[src/rtl/wb_sram_bridge_pkg.sv]
// Shared types and constants for the Wishbone-to-SRAM bridge.
package wb_sram_bridge_pkg;

    // Default geometry: two banks of 512 x 32-bit words.
    localparam int ROW_W     = 9;
    localparam int NUM_BANKS = 2;
    localparam int BANK_BIT  = ROW_W;

    // Lowest byte-address bit that takes part in the window compare.
    // The window spans NUM_BANKS * 2^ROW_W words = 4 KiB.
    localparam int WIN_LSB   = BANK_BIT + 3;

    // Wishbone side sequencer states.
    typedef enum logic [1:0] {
        ST_IDLE = 2'd0,
        ST_REQ  = 2'd1,
        ST_WAIT = 2'd2,
        ST_ACK  = 2'd3
    } wb_state_e;

    // True when adr falls in the same aligned window as base.
    function automatic logic win_hit(input logic [31:0] adr,
                                     input logic [31:0] base,
                                     input int          lsb);
        return (adr >> lsb) == (base >> lsb);
    endfunction

endpackage

[src/rtl/sram_read_mux.sv]
// NUM_BANKS-way selector for SRAM read data; one copy per consumer.
module sram_read_mux
    import wb_sram_bridge_pkg::*;
#(
    parameter int NUM_BANKS = wb_sram_bridge_pkg::NUM_BANKS,
    parameter int DW        = 32,
    localparam int SEL_W    = (NUM_BANKS > 1) ? $clog2(NUM_BANKS) : 1
) (
    input  logic [NUM_BANKS-1:0][DW-1:0] dout,
    input  logic [SEL_W-1:0]             sel,
    output logic [DW-1:0]                q
);

    // Pure combinational bank select.
    assign q = dout[sel];

endmodule

[src/rtl/wb_sram_bridge.sv]
// Wishbone classic responder onto two shared SRAM banks. The core's native
// port always wins the command bus; Wishbone requests stall in REQ until
// the core goes quiet.
module wb_sram_bridge #(
    parameter logic [31:0] BASE_ADDR = 32'h3000_0000,
    parameter int          ROW_W     = wb_sram_bridge_pkg::ROW_W,
    parameter int          NUM_BANKS = wb_sram_bridge_pkg::NUM_BANKS,
    localparam int         BANK_W    = (NUM_BANKS > 1) ? $clog2(NUM_BANKS) : 1,
    localparam int         AW        = ROW_W + BANK_W
) (
    input  logic                 wb_clk_i,
    input  logic                 wb_rst_i,
    // Wishbone slave
    input  logic                 wbs_cyc_i,
    input  logic                 wbs_stb_i,
    input  logic                 wbs_we_i,
    input  logic [3:0]           wbs_sel_i,
    input  logic [31:0]          wbs_adr_i,
    input  logic [31:0]          wbs_dat_i,
    output logic                 wbs_ack_o,
    output logic [31:0]          wbs_dat_o,
    // Core native port
    input  logic [AW-1:0]        core_addr,
    input  logic                 core_ce,
    input  logic                 core_we,
    input  logic [3:0]           core_wm,
    input  logic [31:0]          core_wdata,
    output logic [31:0]          core_rdata,
    // Shared SRAM command bus (port 0 of each bank)
    output logic [NUM_BANKS-1:0] sram_csb,
    output logic                 sram_web,
    output logic [3:0]           sram_wmask,
    output logic [ROW_W-1:0]     sram_addr,
    output logic [31:0]          sram_din,
    input  logic [31:0]          sram_dout0,
    input  logic [31:0]          sram_dout1
);

    import wb_sram_bridge_pkg::*;

    // Byte address bits: [1:0] byte lane, [ROW_W+1:2] row, then bank.
    localparam int WIN_LSB_L = AW + 2;

    wb_state_e             state;
    logic [ROW_W-1:0]      req_row;
    logic [BANK_W-1:0]     req_bank;
    logic                  req_we;
    logic [3:0]            req_sel;
    logic [31:0]           req_dat;
    logic [BANK_W-1:0]     core_bank_q;

    logic [NUM_BANKS-1:0][31:0] dout_all;
    logic [31:0]           core_mux_q;
    logic [31:0]           wb_mux_q;

    logic                  core_act;
    logic                  wb_issue;
    logic                  wb_hit;
    logic                  unused_adr_lsb;

    assign dout_all       = {sram_dout1, sram_dout0};
    assign core_act       = ~core_ce;
    // Wishbone owns the bus only when the core is idle and the master is
    // still in its cycle; a dropped cyc in REQ must never reach the SRAM.
    assign wb_issue       = (state == ST_REQ) && wbs_cyc_i && core_ce;
    assign wb_hit         = wbs_cyc_i && wbs_stb_i &&
                            win_hit(wbs_adr_i, BASE_ADDR, WIN_LSB_L);
    assign unused_adr_lsb = ^wbs_adr_i[1:0];

    // Read data for the core follows the bank it addressed last cycle.
    sram_read_mux #(.NUM_BANKS(NUM_BANKS), .DW(32)) u_core_mux (
        .dout (dout_all),
        .sel  (core_bank_q),
        .q    (core_mux_q)
    );

    // Read data for Wishbone follows the registered request bank.
    sram_read_mux #(.NUM_BANKS(NUM_BANKS), .DW(32)) u_wb_mux (
        .dout (dout_all),
        .sel  (req_bank),
        .q    (wb_mux_q)
    );

    assign core_rdata = core_mux_q;

    // Command bus arbitration: core first, then a pending Wishbone access.
    always_comb begin
        sram_csb   = '1;
        sram_web   = 1'b0;
        sram_wmask = 4'b0000;
        sram_addr  = '0;
        sram_din   = '0;
        if (core_act) begin
            sram_csb[core_addr[AW-1 -: BANK_W]] = 1'b0;
            sram_web   = core_we;
            sram_wmask = core_wm;
            sram_addr  = core_addr[ROW_W-1:0];
            sram_din   = core_wdata;
        end else if (wb_issue) begin
            sram_csb[req_bank] = 1'b0;
            sram_web   = ~req_we;
            sram_wmask = req_we ? req_sel : 4'b0000;
            sram_addr  = req_row;
            sram_din   = req_dat;
        end
    end

    // Remember which bank the core read so the next cycle's data is steered.
    always_ff @(posedge wb_clk_i) begin
        if (wb_rst_i)
            core_bank_q <= '0;
        else if (core_act)
            core_bank_q <= core_addr[AW-1 -: BANK_W];
    end

    // Wishbone sequencer: latch request, wait for the bus, capture, ack.
    always_ff @(posedge wb_clk_i) begin
        if (wb_rst_i) begin
            state     <= ST_IDLE;
            wbs_ack_o <= 1'b0;
            wbs_dat_o <= '0;
            req_row   <= '0;
            req_bank  <= '0;
            req_we    <= 1'b0;
            req_sel   <= 4'b0000;
            req_dat   <= '0;
        end else begin
            wbs_ack_o <= 1'b0;
            case (state)
                ST_IDLE: begin
                    if (wb_hit) begin
                        req_row  <= wbs_adr_i[ROW_W+1:2];
                        req_bank <= wbs_adr_i[ROW_W+2 +: BANK_W];
                        req_we   <= wbs_we_i;
                        req_sel  <= wbs_sel_i;
                        req_dat  <= wbs_dat_i;
                        state    <= ST_REQ;
                    end
                end
                ST_REQ: begin
                    if (!wbs_cyc_i)
                        state <= ST_IDLE;
                    else if (core_ce)
                        state <= req_we ? ST_ACK : ST_WAIT;
                end
                ST_WAIT: begin
                    wbs_dat_o <= wb_mux_q;
                    state     <= ST_ACK;
                end
                ST_ACK: begin
                    // A master that already left the cycle gets no ack.
                    wbs_ack_o <= wbs_cyc_i;
                    state     <= ST_IDLE;
                end
                default: state <= ST_IDLE;
            endcase
        end
    end

endmodule

[config.mk]
export PLATFORM = sky130hd
export DESIGN_NAME = wb_sram_bridge
export DESIGN_NICKNAME = d
export VERILOG_FILES = /design/src/rtl/wb_sram_bridge_pkg.sv /design/src/rtl/sram_read_mux.sv /design/src/rtl/wb_sram_bridge.sv
export SDC_FILE = /design/constraint.sdc
export NUM_CORES = 1
export LEC_CHECK = 0
export CAP_MARGIN = 0
export CORE_AREA = 5 5 133 135
export DETAILED_ROUTE_END_ITERATION = 8
export DIE_AREA = 0 0 138 140
export PLACE_DENSITY_LB_ADDON = 0.08
export SYNTH_ARGS = -nofsm -noshare
export SYNTH_HDL_FRONTEND = slang
export SYNTH_SLANG_ARGS = --single-unit
[constraint.sdc]
create_clock -name wb_clk_i -period 2 [get_ports wb_clk_i]
set_input_delay 0.6 -clock wb_clk_i [delete_from_list [all_inputs] [get_ports wb_clk_i]]
set_output_delay 0.6 -clock wb_clk_i [all_outputs]
set_load 0.1 [all_outputs]
==> results.yml <==
power_and_ir_drop:
  sequentialPowerShare_pct: 30.2
  switching_power_mw: 1.80
  comb_power_share_pct: 37.0
  power.density_nw_per_um2: 507
  vdd_ir_drop_max_uv: 447
  clockPowerShare_pct: 32.7
  total_leakage_power_nw: 4.84
  internal-power_mw: 3.67
  swShare_pct: 32.9
yosys:
  syn_inst: 575
  synth_edf_count: 0
  synth.avg_cell_area_um2: 7.84
  netlist_area_um2: 4510
  ys_types: 30
  async_flop_share_pct: 0
  synth_commonest_cells: "o21ai_0, dfxtp_1, a21oi_1, nand4_1, inv_1"
  synth-seq-cells: 83
  yosysMostFrequentCell: "o21ai_0"
  netlist.area_leader.share_pct: 36.8
  yosysTopAreaCell: "dfxtp_1"
  ys_top_cells_by_area: "dfxtp_1, o21ai_0, mux2_2"
  synth_fp_nets: 760
  synth_ff_type: "dfxtp_1"
  seq_area_frac_synth_pct: 36.8
  yosysWarningCount: 0
cts:
  cts_hold_buf: 0
  ctsLongestPathBuffers: 2
  cts_max_level: 3
  clock_sinks: 83
  cts_buffers: 9
  cts_tree: "done"
  cts.clk_slew.worst_paths_ns: 0.06
  clockRootBuffer: "clkbuf_16"
  insertion_delay_ns: 0.34
placement:
  pre_cts_ws_ns: -0.715
  io_buffers: 295
  gp_congestion: 0.812
  dp.cells: 1081
  hpwl_mm: 15.1
grt:
  antenna_found_initial: 2
  grt_max_degree: 84
  grt_pass1_vias: 5964
  grt-ovfl-total: 0
  grt.total_usage_pct: 21.1
  grt_pass1_wl_mm: 33.0
drt:
  drc_errors: 0
  wl_mm: 21.3
  drt_iter0_drc: 247
  via_per_inst: 4.96
  num_vias: 5513
  firstDrtPassIters: 4
  wl_per_cell_um: 19.1
  ant_nets: 0
worst_setup_path:
  arrival_ns: 1.72
  endpoint_kind: "output port"
  worstReg2RegStart: "state[0]"
  required_ns: 1.40
  crit_end: "sram_wmask[3]"
  cp-start-kind: "flip-flop"
  criticalPathCategory: "reg -> out"
  r2r_cells: 6
  worstPathMaxFanout: 6
  critPathLaunch: "state[0]"
  r2r_setup_slack_ns: 0.35
  r2r_end: "req_dat[30]"
timing:
  fmax_ghz: 0.431
  rsz0062_at_grt: "true"
  setup_violations: 80
  period_minus_slack_ns: 2.32
  finClkSkew_ns: 0.00797
  finalHoldViolCount: 0
  relSlewSlack_pct: 56.5
  tightest_slew_ns: 0.651
  finalCritPeriodShare_pct: 116
  drv_slew: 0
  setup_slack_ns: -0.320
status:
  status: "finished, violations left"
  violations: "negative setup slack"
final_layout:
  drive_above_1_share_pct: 37.4
  nNetsFinal: 1071
  utilization_pct: 66.1
  layout.cells.non_filler: 1112
  areaGrowthSynthToFinish_pct: 140
floorplanning:
  rows: 47
  die_w_um: 138
  die_h_um: 140
  fp.dieArea_um2: 19300
  core_um2: 16300
  initial_utilization_pct: 27.6
  ios: 298
min_path:
  hp-class: "reg -> reg"
job:
  maxCapViolCount: 0
[area by class of cell]
class	instances	area, um^2
Tap cell	220	275
Clock inverter	2	60.1
Multi-Input combinational cell	386	3430
Timing Repair Buffer	359	4940
Sequential cell	83	1670
Antenna cell	2	5.00
Inverter	47	176
Clock buffer	13	250
Fill cell	1292	5540
[cells by family (layout without fill, tap and decap cells)]
kind of cell	count (synthesis)	after routing	share of synthesized area, %
compound gates	176	176	21.5
buf+inv	106	421	10.2
flops	83	83	36.8
mux	64	64	15.1
other cells	0	2	0
simple gates	146	146	16.3
[worst min-delay path by stage]
stage	from	endpoint	slack, ns	cells after the start
6_report	req_row[3]	req_row[3]	0.49	2
3_3_place_gp	req_row[2]	req_row[2]	0.46	2
3_5_place_dp	req_dat[14]	req_dat[14]	0.46	2
5_1_grt	req_row[3]	req_row[3]	0.52	2
2_1_floorplan	req_sel[0]	req_sel[0]	0.45	2
4_1_cts	req_row[3]	req_row[3]	0.48	2
[worst max-delay path, cell delays in order (launching register included)]
cell	delay, ns
dfxtp_2	0.35
nand2_4	0.06
nor3b_4	0.23
buf_6	0.20
buf_12	0.15
nand3_4	0.08
o21ai_4	0.10
buf_12	0.19
[flip-flops by register name, indices dropped and copies added (netlist names), named ones only]
signal	count
core_bank_q	1
req_bank	1
req_dat	32
req_row	9
req_sel	4
req_we	1
state	1
wbs_ack_o	1
wbs_dat_o	32
[power by group through the flow]
stage	registers (mW)	logic, mW	clock network, mW
final	1.65	2.03	1.79
after global routing	1.65	2.10	1.90
after CTS	1.65	2.06	1.83
after detailed placement	1.69	1.98	0
after global placement	1.69	1.97	0
after floorplan	1.69	1.04	0
[routing by layer]
layer	part of all wire, %	wire, um	track usage (%)
met5	0	0	0
met4	2.0	416	6.55
met3	9.0	1920	8.52
met2	51	11000	37.5
met1	38	7980	23.2
[placed cells by master (no fill, tap or decap), types with 3 or more instances in the layout]
master	n
inv_1	46
clkbuf_1	3
dlymetal6s2s_1	33
clkdlybuf4s50_1	122
clkbuf_16	10
o21ai_0	39
mux2i_1	32
dfxtp_2	3
buf_12	134
dlygate4sd2_1	24
nor2_1	36
nand2_2	4
buf_4	36
a211oi_1	32
a21oi_1	48
mux2_4	32
nand3_4	4
dfxtp_1	79
nand2_4	39
buf_6	6
nand4_1	48
o21ai_4	45
o21ai_1	8
[through the flow]
step	total power, mW	hold slack [ns]	area (um^2)	TNS (ns)
floorplan	2.73	0.450	5130	-3.66
global placement	3.66	0.458	9670	-43.36
detailed placement	3.68	0.465	9670	-45.99
CTS	5.54	0.479	10700	-16.96
global route	5.65	0.516	10800	-18.29
finish	5.47	0.492	10800	-13.96
[what timing repair did]
item,in CTS,in global routing
gates resized for setup,153,67
cloned,8,1
endpoints found under the setup margin,80,88
buffers inserted,10,1
pin swaps,31,15
Note: power is estimated with default switching activity, not from simulation.
